## src/rtl/gps_code_pkg.sv

```systemverilog
// Shared types and constants for the GPS spreading-code generator.
// The L-code key table exists only when GPS_LCODE_EN is defined.
package gps_code_pkg;

  localparam int CA_DIV   = 10;   // clocks per C/A chip
  localparam int P_BITS   = 128;  // P-code block length and l_code width
  localparam int MIX_RNDS = 4;    // L-code mixing rounds
  localparam int CA_WIN   = 13;   // C/A output window
  localparam int DLY_LEN  = 64;   // X2 delay line length
  localparam int MIX_ROT  = 13;   // left rotation per mixing round

  localparam int CHIP_W  = $clog2(P_BITS);
  localparam int PRESC_W = $clog2(CA_DIV);
  localparam int RND_W   = $clog2(MIX_RNDS);

  typedef enum logic [1:0] {
    ST_IDLE,
    ST_RUN,
    ST_MIX,
    ST_DONE
  } state_e;

  // C/A registers are numbered 1..10 as in the ICD; stage 10 is the output.
  localparam logic [10:1] G_INIT  = 10'h3FF;
  localparam logic [10:1] G1_TAPS = 10'h204;  // stages 10,3
  localparam logic [10:1] G2_TAPS = 10'h3A6;  // stages 10,9,8,6,3,2

  // P-code LFSRs: 12-bit, shift left, feedback enters bit 0.
  localparam logic [11:0] X_RST   = 12'hFFF;
  localparam logic [11:0] X1_INIT = 12'h248;
  localparam logic [11:0] X2_INIT = 12'h964;
  localparam logic [11:0] X1_TAPS = 12'hCA0;  // bits 11,10,7,5
  localparam logic [11:0] X2_TAPS = 12'hFDD;  // bits 11,10,9,8,7,6,4,3,2,0

  // G2 phase-select pair for one PRN.
  typedef struct packed {
    logic [3:0] s1;
    logic [3:0] s2;
  } g2_sel_t;

  // Standard phase-select pairs for PRN 1..32, stored {s1,s2} (A = stage 10).
  localparam g2_sel_t G2_SEL [32] = '{
    8'h26, 8'h37, 8'h48, 8'h59, 8'h19, 8'h2A, 8'h18, 8'h29,
    8'h3A, 8'h23, 8'h34, 8'h56, 8'h67, 8'h78, 8'h89, 8'h9A,
    8'h14, 8'h25, 8'h36, 8'h47, 8'h58, 8'h69, 8'h13, 8'h46,
    8'h57, 8'h68, 8'h79, 8'h8A, 8'h16, 8'h27, 8'h38, 8'h49
  };

  // PRN 0 and PRNs above 32 fall back to the PRN1 pair.
  function automatic g2_sel_t g2_select(input logic [5:0] sv);
    logic [5:0] idx;
    idx = (sv == 6'd0 || sv > 6'd32) ? 6'd0 : sv - 6'd1;
    return G2_SEL[idx[4:0]];
  endfunction

`ifdef GPS_LCODE_EN
  localparam logic [P_BITS-1:0] LKEY [MIX_RNDS] = '{
    128'h0123_4567_89AB_CDEF_FEDC_BA98_7654_3210,
    128'hA5A5_5A5A_C3C3_3C3C_9696_6969_F00F_0FF0,
    128'h1357_9BDF_2468_ACE0_0ECA_8642_FDB9_7531,
    128'hDEAD_BEEF_CAFE_F00D_8BAD_F00D_0D15_EA5E
  };

  function automatic logic [P_BITS-1:0] rotl(input logic [P_BITS-1:0] v);
    return {v[P_BITS-1-MIX_ROT:0], v[P_BITS-1:P_BITS-MIX_ROT]};
  endfunction
`endif

endpackage

```

## src/rtl/gps_code_if.sv

```systemverilog
// Bus between the satellite-select logic (master) and the code generator (slave).
interface gps_code_if;
  import gps_code_pkg::*;

  logic [5:0]        sv_num;
  logic              startRound;
  logic [CA_WIN-1:0] ca_code;
  logic [P_BITS-1:0] p_code;
  logic [P_BITS-1:0] l_code;
  logic              l_code_valid;

  modport master (
    output sv_num, startRound,
    input  ca_code, p_code, l_code, l_code_valid
  );

  modport slave (
    input  sv_num, startRound,
    output ca_code, p_code, l_code, l_code_valid
  );
endinterface

```

## src/rtl/gps_ca_gen.sv

```systemverilog
// GPS C/A code generator: G1/G2 LFSRs, PRN phase select, 13-chip window.
// load_i reloads the LFSRs and clears the window; step_i emits one chip.
module gps_ca_gen
  import gps_code_pkg::*;
(
  input  logic              clk,
  input  logic              rst_n_in,
  input  logic              load_i,
  input  logic              step_i,
  input  logic [5:0]        sv_i,
  output logic [CA_WIN-1:0] ca_code_o
);

  logic [10:1]       g1_q, g1_d;
  logic [10:1]       g2_q, g2_d;
  logic [CA_WIN-1:0] ca_q, ca_d;
  g2_sel_t           sel;
  logic              cachip;

  // Current chip from G1 output and the two phase-selected G2 stages.
  always_comb begin
    sel    = g2_select(sv_i);
    cachip = g1_q[10] ^ g2_q[sel.s1] ^ g2_q[sel.s2];
  end

  // Reload on round start, otherwise shift the window and step both LFSRs.
  // NOTE: every signal written here gets its hold value first, so no path leaves a latch behind.
  always_comb begin
    g1_d = g1_q;
    g2_d = g2_q;
    ca_d = ca_q;
    if (load_i) begin
      g1_d = G_INIT;
      g2_d = G_INIT;
      ca_d = '0;
    end else if (step_i) begin
      ca_d = {ca_q[CA_WIN-2:0], cachip};
      g1_d = {g1_q[9:1], ^(g1_q & G1_TAPS)};
      g2_d = {g2_q[9:1], ^(g2_q & G2_TAPS)};
    end
  end

  // C/A state registers.
  // NOTE: sequential state uses non-blocking assignment so every flop samples pre-edge values.
  always_ff @(posedge clk or negedge rst_n_in) begin
    if (!rst_n_in) begin
      g1_q <= G_INIT;
      g2_q <= G_INIT;
      ca_q <= '0;
    end else begin
      g1_q <= g1_d;
      g2_q <= g2_d;
      ca_q <= ca_d;
    end
  end

  assign ca_code_o = ca_q;

endmodule

```

## src/rtl/gps_code_gen.sv

```systemverilog
// GPS spreading-code generator top: round FSM, P-code generator, X2 delay
// line and (with GPS_LCODE_EN defined) the keyed 4-round L-code mixer.
// Without GPS_LCODE_EN, l_code/l_code_valid are tied low and RUN returns
// straight to IDLE.
module gps_code_gen
  import gps_code_pkg::*;
(
  input logic       clk,
  input logic       rst_n_in,
  gps_code_if.slave bus
);

  state_e             state_q, state_d;
  logic [CHIP_W-1:0]  chip_q, chip_d;
  logic [PRESC_W-1:0] presc_q, presc_d;
  logic [5:0]         sv_q, sv_d;
  logic [11:0]        x1_q, x1_d;
  logic [11:0]        x2_q, x2_d;
  logic [DLY_LEN-1:0] dly_q, dly_d;
  logic [P_BITS-1:0]  p_q, p_d;

  logic start, run, last_chip, ca_step, pchip;

`ifdef GPS_LCODE_EN
  logic [P_BITS-1:0] mix_q, mix_d;
  logic [P_BITS-1:0] l_q, l_d;
  logic [RND_W-1:0]  rnd_q, rnd_d;
  logic              lv_q, lv_d;
  logic              mix_en, done;
`endif

  assign last_chip = (chip_q == CHIP_W'(P_BITS - 1));

  // The first C/A chip lands on RUN clock 0, then every CA_DIV clocks (13 chips per round).
  assign ca_step = run && (presc_q == '0);

  // PRN 0 takes X2 undelayed; otherwise X2 delayed by sv_q chips.
  assign pchip = x1_q[11] ^ ((sv_q == 6'd0) ? x2_q[11] : dly_q[sv_q - 6'd1]);

  // Next state and per-state strobes; startRound only matters in IDLE.
  always_comb begin
    state_d = state_q;
    start   = 1'b0;
    run     = 1'b0;
`ifdef GPS_LCODE_EN
    mix_en  = 1'b0;
    done    = 1'b0;
`endif
    case (state_q)
      ST_IDLE: begin
        if (bus.startRound) begin
          start   = 1'b1;
          state_d = ST_RUN;
        end
      end
      ST_RUN: begin
        run = 1'b1;
        if (last_chip) begin
`ifdef GPS_LCODE_EN
          state_d = ST_MIX;
`else
          state_d = ST_IDLE;
`endif
        end
      end
`ifdef GPS_LCODE_EN
      ST_MIX: begin
        mix_en = 1'b1;
        if (rnd_q == RND_W'(MIX_RNDS - 1)) state_d = ST_DONE;
      end
      ST_DONE: begin
        done    = 1'b1;
        state_d = ST_IDLE;
      end
`endif
      default: state_d = ST_IDLE;
    endcase
  end

  // FSM state register.
  always_ff @(posedge clk or negedge rst_n_in) begin
    if (!rst_n_in) state_q <= ST_IDLE;
    else           state_q <= state_d;
  end

  // P-code datapath: reload at round start, one chip per RUN clock.
  always_comb begin
    sv_d    = sv_q;
    chip_d  = chip_q;
    presc_d = presc_q;
    x1_d    = x1_q;
    x2_d    = x2_q;
    dly_d   = dly_q;
    p_d     = p_q;
    if (start) begin
      sv_d    = bus.sv_num;
      chip_d  = '0;
      presc_d = '0;
      x1_d    = X1_INIT;
      x2_d    = X2_INIT;
      dly_d   = '0;
      p_d     = '0;
    end else if (run) begin
      chip_d  = chip_q + CHIP_W'(1);
      presc_d = (presc_q == PRESC_W'(CA_DIV - 1)) ? '0 : presc_q + PRESC_W'(1);
      x1_d    = {x1_q[10:0], ^(x1_q & X1_TAPS)};
      x2_d    = {x2_q[10:0], ^(x2_q & X2_TAPS)};
      dly_d   = {dly_q[DLY_LEN-2:0], x2_q[11]};
      p_d     = {p_q[P_BITS-2:0], pchip};
    end
  end

  // P-code registers.
  // NOTE: the delay line is plain flops, not a RAM, so it takes the async reset like every other register.
  always_ff @(posedge clk or negedge rst_n_in) begin
    if (!rst_n_in) begin
      sv_q    <= '0;
      chip_q  <= '0;
      presc_q <= '0;
      x1_q    <= X_RST;
      x2_q    <= X_RST;
      dly_q   <= '0;
      p_q     <= '0;
    end else begin
      sv_q    <= sv_d;
      chip_q  <= chip_d;
      presc_q <= presc_d;
      x1_q    <= x1_d;
      x2_q    <= x2_d;
      dly_q   <= dly_d;
      p_q     <= p_d;
    end
  end

  gps_ca_gen u_ca (
    .clk       (clk),
    .rst_n_in  (rst_n_in),
    .load_i    (start),
    .step_i    (ca_step),
    .sv_i      (sv_q),
    .ca_code_o (bus.ca_code)
  );

  assign bus.p_code = p_q;

`ifdef GPS_LCODE_EN
  // Mixer: capture the full block (including the 128th chip), rotate-XOR per round, publish on DONE.
  always_comb begin
    mix_d = mix_q;
    rnd_d = rnd_q;
    l_d   = l_q;
    lv_d  = 1'b0;
    if (run && last_chip) begin
      mix_d = p_d;
      rnd_d = '0;
    end else if (mix_en) begin
      mix_d = rotl(mix_q) ^ LKEY[rnd_q];
      rnd_d = rnd_q + RND_W'(1);
    end else if (done) begin
      l_d  = mix_q;
      lv_d = 1'b1;
    end
  end

  // Mixer and output registers.
  always_ff @(posedge clk or negedge rst_n_in) begin
    if (!rst_n_in) begin
      mix_q <= '0;
      rnd_q <= '0;
      l_q   <= '0;
      lv_q  <= 1'b0;
    end else begin
      mix_q <= mix_d;
      rnd_q <= rnd_d;
      l_q   <= l_d;
      lv_q  <= lv_d;
    end
  end

  assign bus.l_code       = l_q;
  assign bus.l_code_valid = lv_q;
`else
  assign bus.l_code       = '0;
  assign bus.l_code_valid = 1'b0;
`endif

endmodule

```

## src/flat_wrapper.sv

```systemverilog
// flat-port wrapper written by rule: the top's interface ports become plain ports
module gps_code_gen_flat import gps_code_pkg::*;
  (clk, rst_n_in, bus_sv_num, bus_startRound, bus_ca_code, bus_p_code, bus_l_code, bus_l_code_valid);
  gps_code_if bus_i ();
  input logic clk;
  input logic rst_n_in;
  input wire logic [$bits(bus_i.sv_num)-1:0] bus_sv_num;
  input wire logic [$bits(bus_i.startRound)-1:0] bus_startRound;
  output wire logic [$bits(bus_i.ca_code)-1:0] bus_ca_code;
  output wire logic [$bits(bus_i.p_code)-1:0] bus_p_code;
  output wire logic [$bits(bus_i.l_code)-1:0] bus_l_code;
  output wire logic [$bits(bus_i.l_code_valid)-1:0] bus_l_code_valid;
  assign bus_i.sv_num = bus_sv_num;
  assign bus_i.startRound = bus_startRound;
  assign bus_ca_code = bus_i.ca_code;
  assign bus_p_code = bus_i.p_code;
  assign bus_l_code = bus_i.l_code;
  assign bus_l_code_valid = bus_i.l_code_valid;
  gps_code_gen u_core (.clk(clk), .rst_n_in(rst_n_in), .bus(bus_i));
endmodule
```

## config.mk

```make
export PLATFORM = sky130hd
export DESIGN_NAME = gps_code_gen_flat
export DESIGN_NICKNAME = d
export VERILOG_FILES = /design/src/rtl/gps_code_pkg.sv /design/src/rtl/gps_code_if.sv /design/src/rtl/gps_ca_gen.sv /design/src/rtl/gps_code_gen.sv /design/src/flat_wrapper.sv
export SDC_FILE = /design/constraint.sdc
export NUM_CORES = 1
export LEC_CHECK = 0
export ABC_CLOCK_PERIOD_IN_PS = 4590
export BUFFER_PORTS_ARGS = -buffer_cell sky130_fd_sc_hd__buf_2
export CORE_MARGIN = 2
export CORE_UTILIZATION = 55
export CTS_CLUSTER_DIAMETER = 100
export CTS_CLUSTER_SIZE = 10
export DETAILED_ROUTE_END_ITERATION = 8
export PLACE_DENSITY = 0.86
export SLEW_MARGIN = 10
export SYNTH_ARGS = -nofsm -noshare
export SYNTH_HDL_FRONTEND = slang
export SYNTH_SLANG_ARGS = --single-unit
```

## constraint.sdc

```tcl
create_clock -name clk -period 4.59 [get_ports clk]
set_input_delay 0 -clock clk [delete_from_list [all_inputs] [get_ports clk]]
set_output_delay 0 -clock clk [all_outputs]
set_load 0.02 [all_outputs]
```

==> metrics.txt <==
first-pass GRT wire length 45700 µm; Syn. warnings 0; GPL Wtd Cong roughly 0.86; Avg Vias per Cell 5.31; CTS tree built; H-tree depth 1; R2R Path Start u_core.sv_q[1]; dpl cells 1734; share of cells above drive strength 1 0.193; core footprint roughly 24000 µm²; PortBufs 149; Peak VDD IR roughly 0.52 mV; grt ovf 0; CP required around 5000 ps; xor/xnor share of the synthesized area 0.0227; most used cell, CP mux2i_1; crit end category flip-flop; WHS Endpoint u_core.presc_q[0]; Final Routed Wirelength between 20000 and 30000 µm; die height about 160 µm; Final TNS setup 0 ps; max incr delay on CP 530 ps; DRC violations left 0; vias in the first global route 9115; Adder-Cell Fraction of Synth Area 0.0121; mux cell area share after synthesis 0.0481; cts bufs inserted 30; Final HPWL DP 16500 µm; WL/cell 15.1 µm; Final Non-Filler Cells 1797; setup slack after layout 490 ps; Global Route Usage Sum 0.207; Slew HR 0.144; outcome finished, final reports clean; Slew @ Worst Pin 1280 ps; vias after detailed routing 9550; Max Slew Vio Count 0; # nets final 1471; die width 161 µm; skew final 12.8 ps; setup violators final 0; slowest CP cell dfrtp_1; Max-Cap Viols 0; Synth Instances 1346; Mapped Area about 13000 µm²; number of antenna violations at the first check in global routing 1; cell with the most instances after synthesis nand2_1; largest family of logic cells by synthesized area simple AND/OR/NAND/NOR gates; CP Cell Sequence inv_1 -> ha_1 -> nor4b_4 -> xnor2_1 -> buf_4 -> nand2b_1 -> ha_1 -> nor2b_1 -> o211ai_1 -> a31o_2 -> a32oi_2 -> mux2i_1 -> mux2i_1 -> mux2_2 -> mux2i_1 -> xnor2_1 -> o21ai_1; hold path startpoint bus_startRound; Fill cells 1907; total area of sequential cells 6740 µm²; R2R depth 17; Startpoint Class flip-flop; Clk pin slew, worst setup/hold paths 60 ps; post_cts resized 0; Crit path arrival time about 4500 ps; WHS 6.19 ps; Post-synth EDFFs 0; crit path kind flip-flop to flip-flop; Final Cycle Share 0.893; Iteration-0 DRC Markers approximately 710; Top FF cell, synth dfrtp_1; Ports roughly 280; Hold Vio Cnt, Final 0; Hold WC Path Type input port to flip-flop; number of detailed-route iterations in the first pass 5; CTS sink cnt between 200 and 300; Max Clk Rate about 0.24 GHz; P per Cell Area slightly above 600 nW/µm²; synth unique cells 63; Synth top area share 0.414; Starting Density 0.557; Mean Syn Cell Area approximately 10 µm²; CP max FO 14; pre-CTS WS between 500 and 600 ps; synth top area cells dfrtp_1, dfstp_2, buf_4, nand2_1, nand2b_1; clk_lat worst skew around 540 ps; total power 0.00924 W; P_leak around 7 nW; R2R setup slack 490 ps; minimum clock period after layout 4100 ps; Post-synth top cells nand2_1, dfrtp_1, o21ai_0; setup repair after global routing missed its margin false; die area 25800 µm²; largest net degree at the start of global routing 325; Seq cells post-synth 267; ANT nets after route 0; area of the multi-input gates between 5000 and 6000 µm²; Antenna diodes 0; row cnt 57; Simple-Gate Fraction of Synth Area 0.168; clock buffer depth 3; synth-to-layout area growth 10.1%; share of flip-flops with an asynchronous set or reset 1.00; sequential fraction of the synthesis area 0.500; FF-to-FF End u_core.u_ca.ca_code_o[0]; CTS root buf clkbuf_16; Hold Crit Depth 4; Compound-Gate Fraction of Synth Area 0.144; cell taking the most area after synthesis dfrtp_1
## state kept, by name, summed over array words and instances, names as in the netlist, 6 cells and up
signal	count
u_core.u_ca.ca_code_o	13
u_core.u_ca.g1_q	10
u_core.chip_q	7
u_core.dly_q	64
u_core.sv_q	6
u_core.x2_q	12
u_core.bus.p_code	128
u_core.u_ca.g2_q	10
u_core.x1_q	12
## worst max path at each step
stage	from	to	slack, ps	depth (start not counted)
after floorplan	u_core.sv_q[0]	u_core.u_ca.ca_code_o[0]	490	18
after global placement	u_core.sv_q[0]	u_core.u_ca.ca_code_o[0]	670	17
after detailed placement	u_core.sv_q[1]	u_core.u_ca.ca_code_o[0]	520	17
after CTS	u_core.sv_q[1]	u_core.u_ca.ca_code_o[0]	490	17
after global routing	u_core.sv_q[1]	u_core.u_ca.ca_code_o[0]	150	17
final	u_core.sv_q[1]	u_core.u_ca.ca_code_o[0]	490	17
## metal layers
layer	wire length (µm)	global-route usage	part of all wire	vias up
met5	11	0	0.00040	-
met4	357	0.0401	0.013	2
met3	2030	0.0548	0.075	38
met2	12900	0.321	0.47	273
met1	11900	0.298	0.44	4716
li1	-	-	-	4521
## power by group
part,switching [W],internal [W]
clock network,0.000901,0.00126
logic,0.00171,0.00138
registers,0.000711,0.00329
total,0.00332,0.00592
## layout by cell type (no fill, tap or decap), drive strengths merged, types with 3 or more instances in the layout
cell type	synthesis	layout
nand3b	3	3
dlygate4sd3	0	7
mux2	10	10
a311oi	3	3
a22o	82	82
clkbuf	79	56
o22ai	3	3
o21bai	3	3
o211ai	6	6
and3	7	7
a21o	4	4
conb	1	129
nor2	17	17
nand2b	139	139
inv	8	8
buf	149	164
mux4	18	18
a32oi	3	3
nand3	38	38
a31oi	7	7
a32o	3	3
nand4	4	4
nor4b	3	3
dfstp	44	44
ha	13	13
nand2	239	239
o21ai	156	156
dfrtp	223	223
xor2	8	8
a21oi	6	6
mux2i	13	13
xnor2	26	26
## critical path, delay by kind of cell (launching register included)
family / cells / cell delay [ps]
multiplexers: 4 / 740
buffers and inverters: 2 / 330
adder cells (fa/ha/maj): 2 / 660
XOR/XNOR: 2 / 310
flip-flops: 1 / 530
AND/OR/NAND/NOR: 3 / 630
AO/OA/AOI/OAI: 4 / 750
## cell families after synthesis
| logic type | count (synthesis) |
|---|---|
| and+or+nand+nor | 463 |
| AOI/OAI and AO/OA | 291 |
| DFF | 267 |
| buffers and inverters | 236 |
| muxes | 41 |
| xor gates and xnor gates | 34 |
| adders and majority gates | 13 |
| other | 1 |
## stage by stage
stage / utilization / instance area [µm²]
final: 0.614 / 14800
after global routing: 0.614 / 14800
after CTS: 0.614 / 14800
after detailed placement: 0.575 / 13900
after global placement: 0.575 / 13900
after floorplan: - / 14000
## area by class of cell
| type | count | share of cell area |
|---|---|---|
| multi-input combinational | 971 | 0.393 |
| tap | 324 | 0.0273 |
| timing repair buffer | 171 | 0.0649 |
| clock buffer | 56 | 0.0586 |
| inverter | 8 | 0.00202 |
| sequential | 267 | 0.454 |
## repair_timing
item                       in CTS  in global routing
hold buffers                    7                  0
hold endpoints to repair      101                  0
setup endpoints to repair       0                  0
buffers inserted                0                  0
Note: power is estimated with default switching activity, not from simulation.
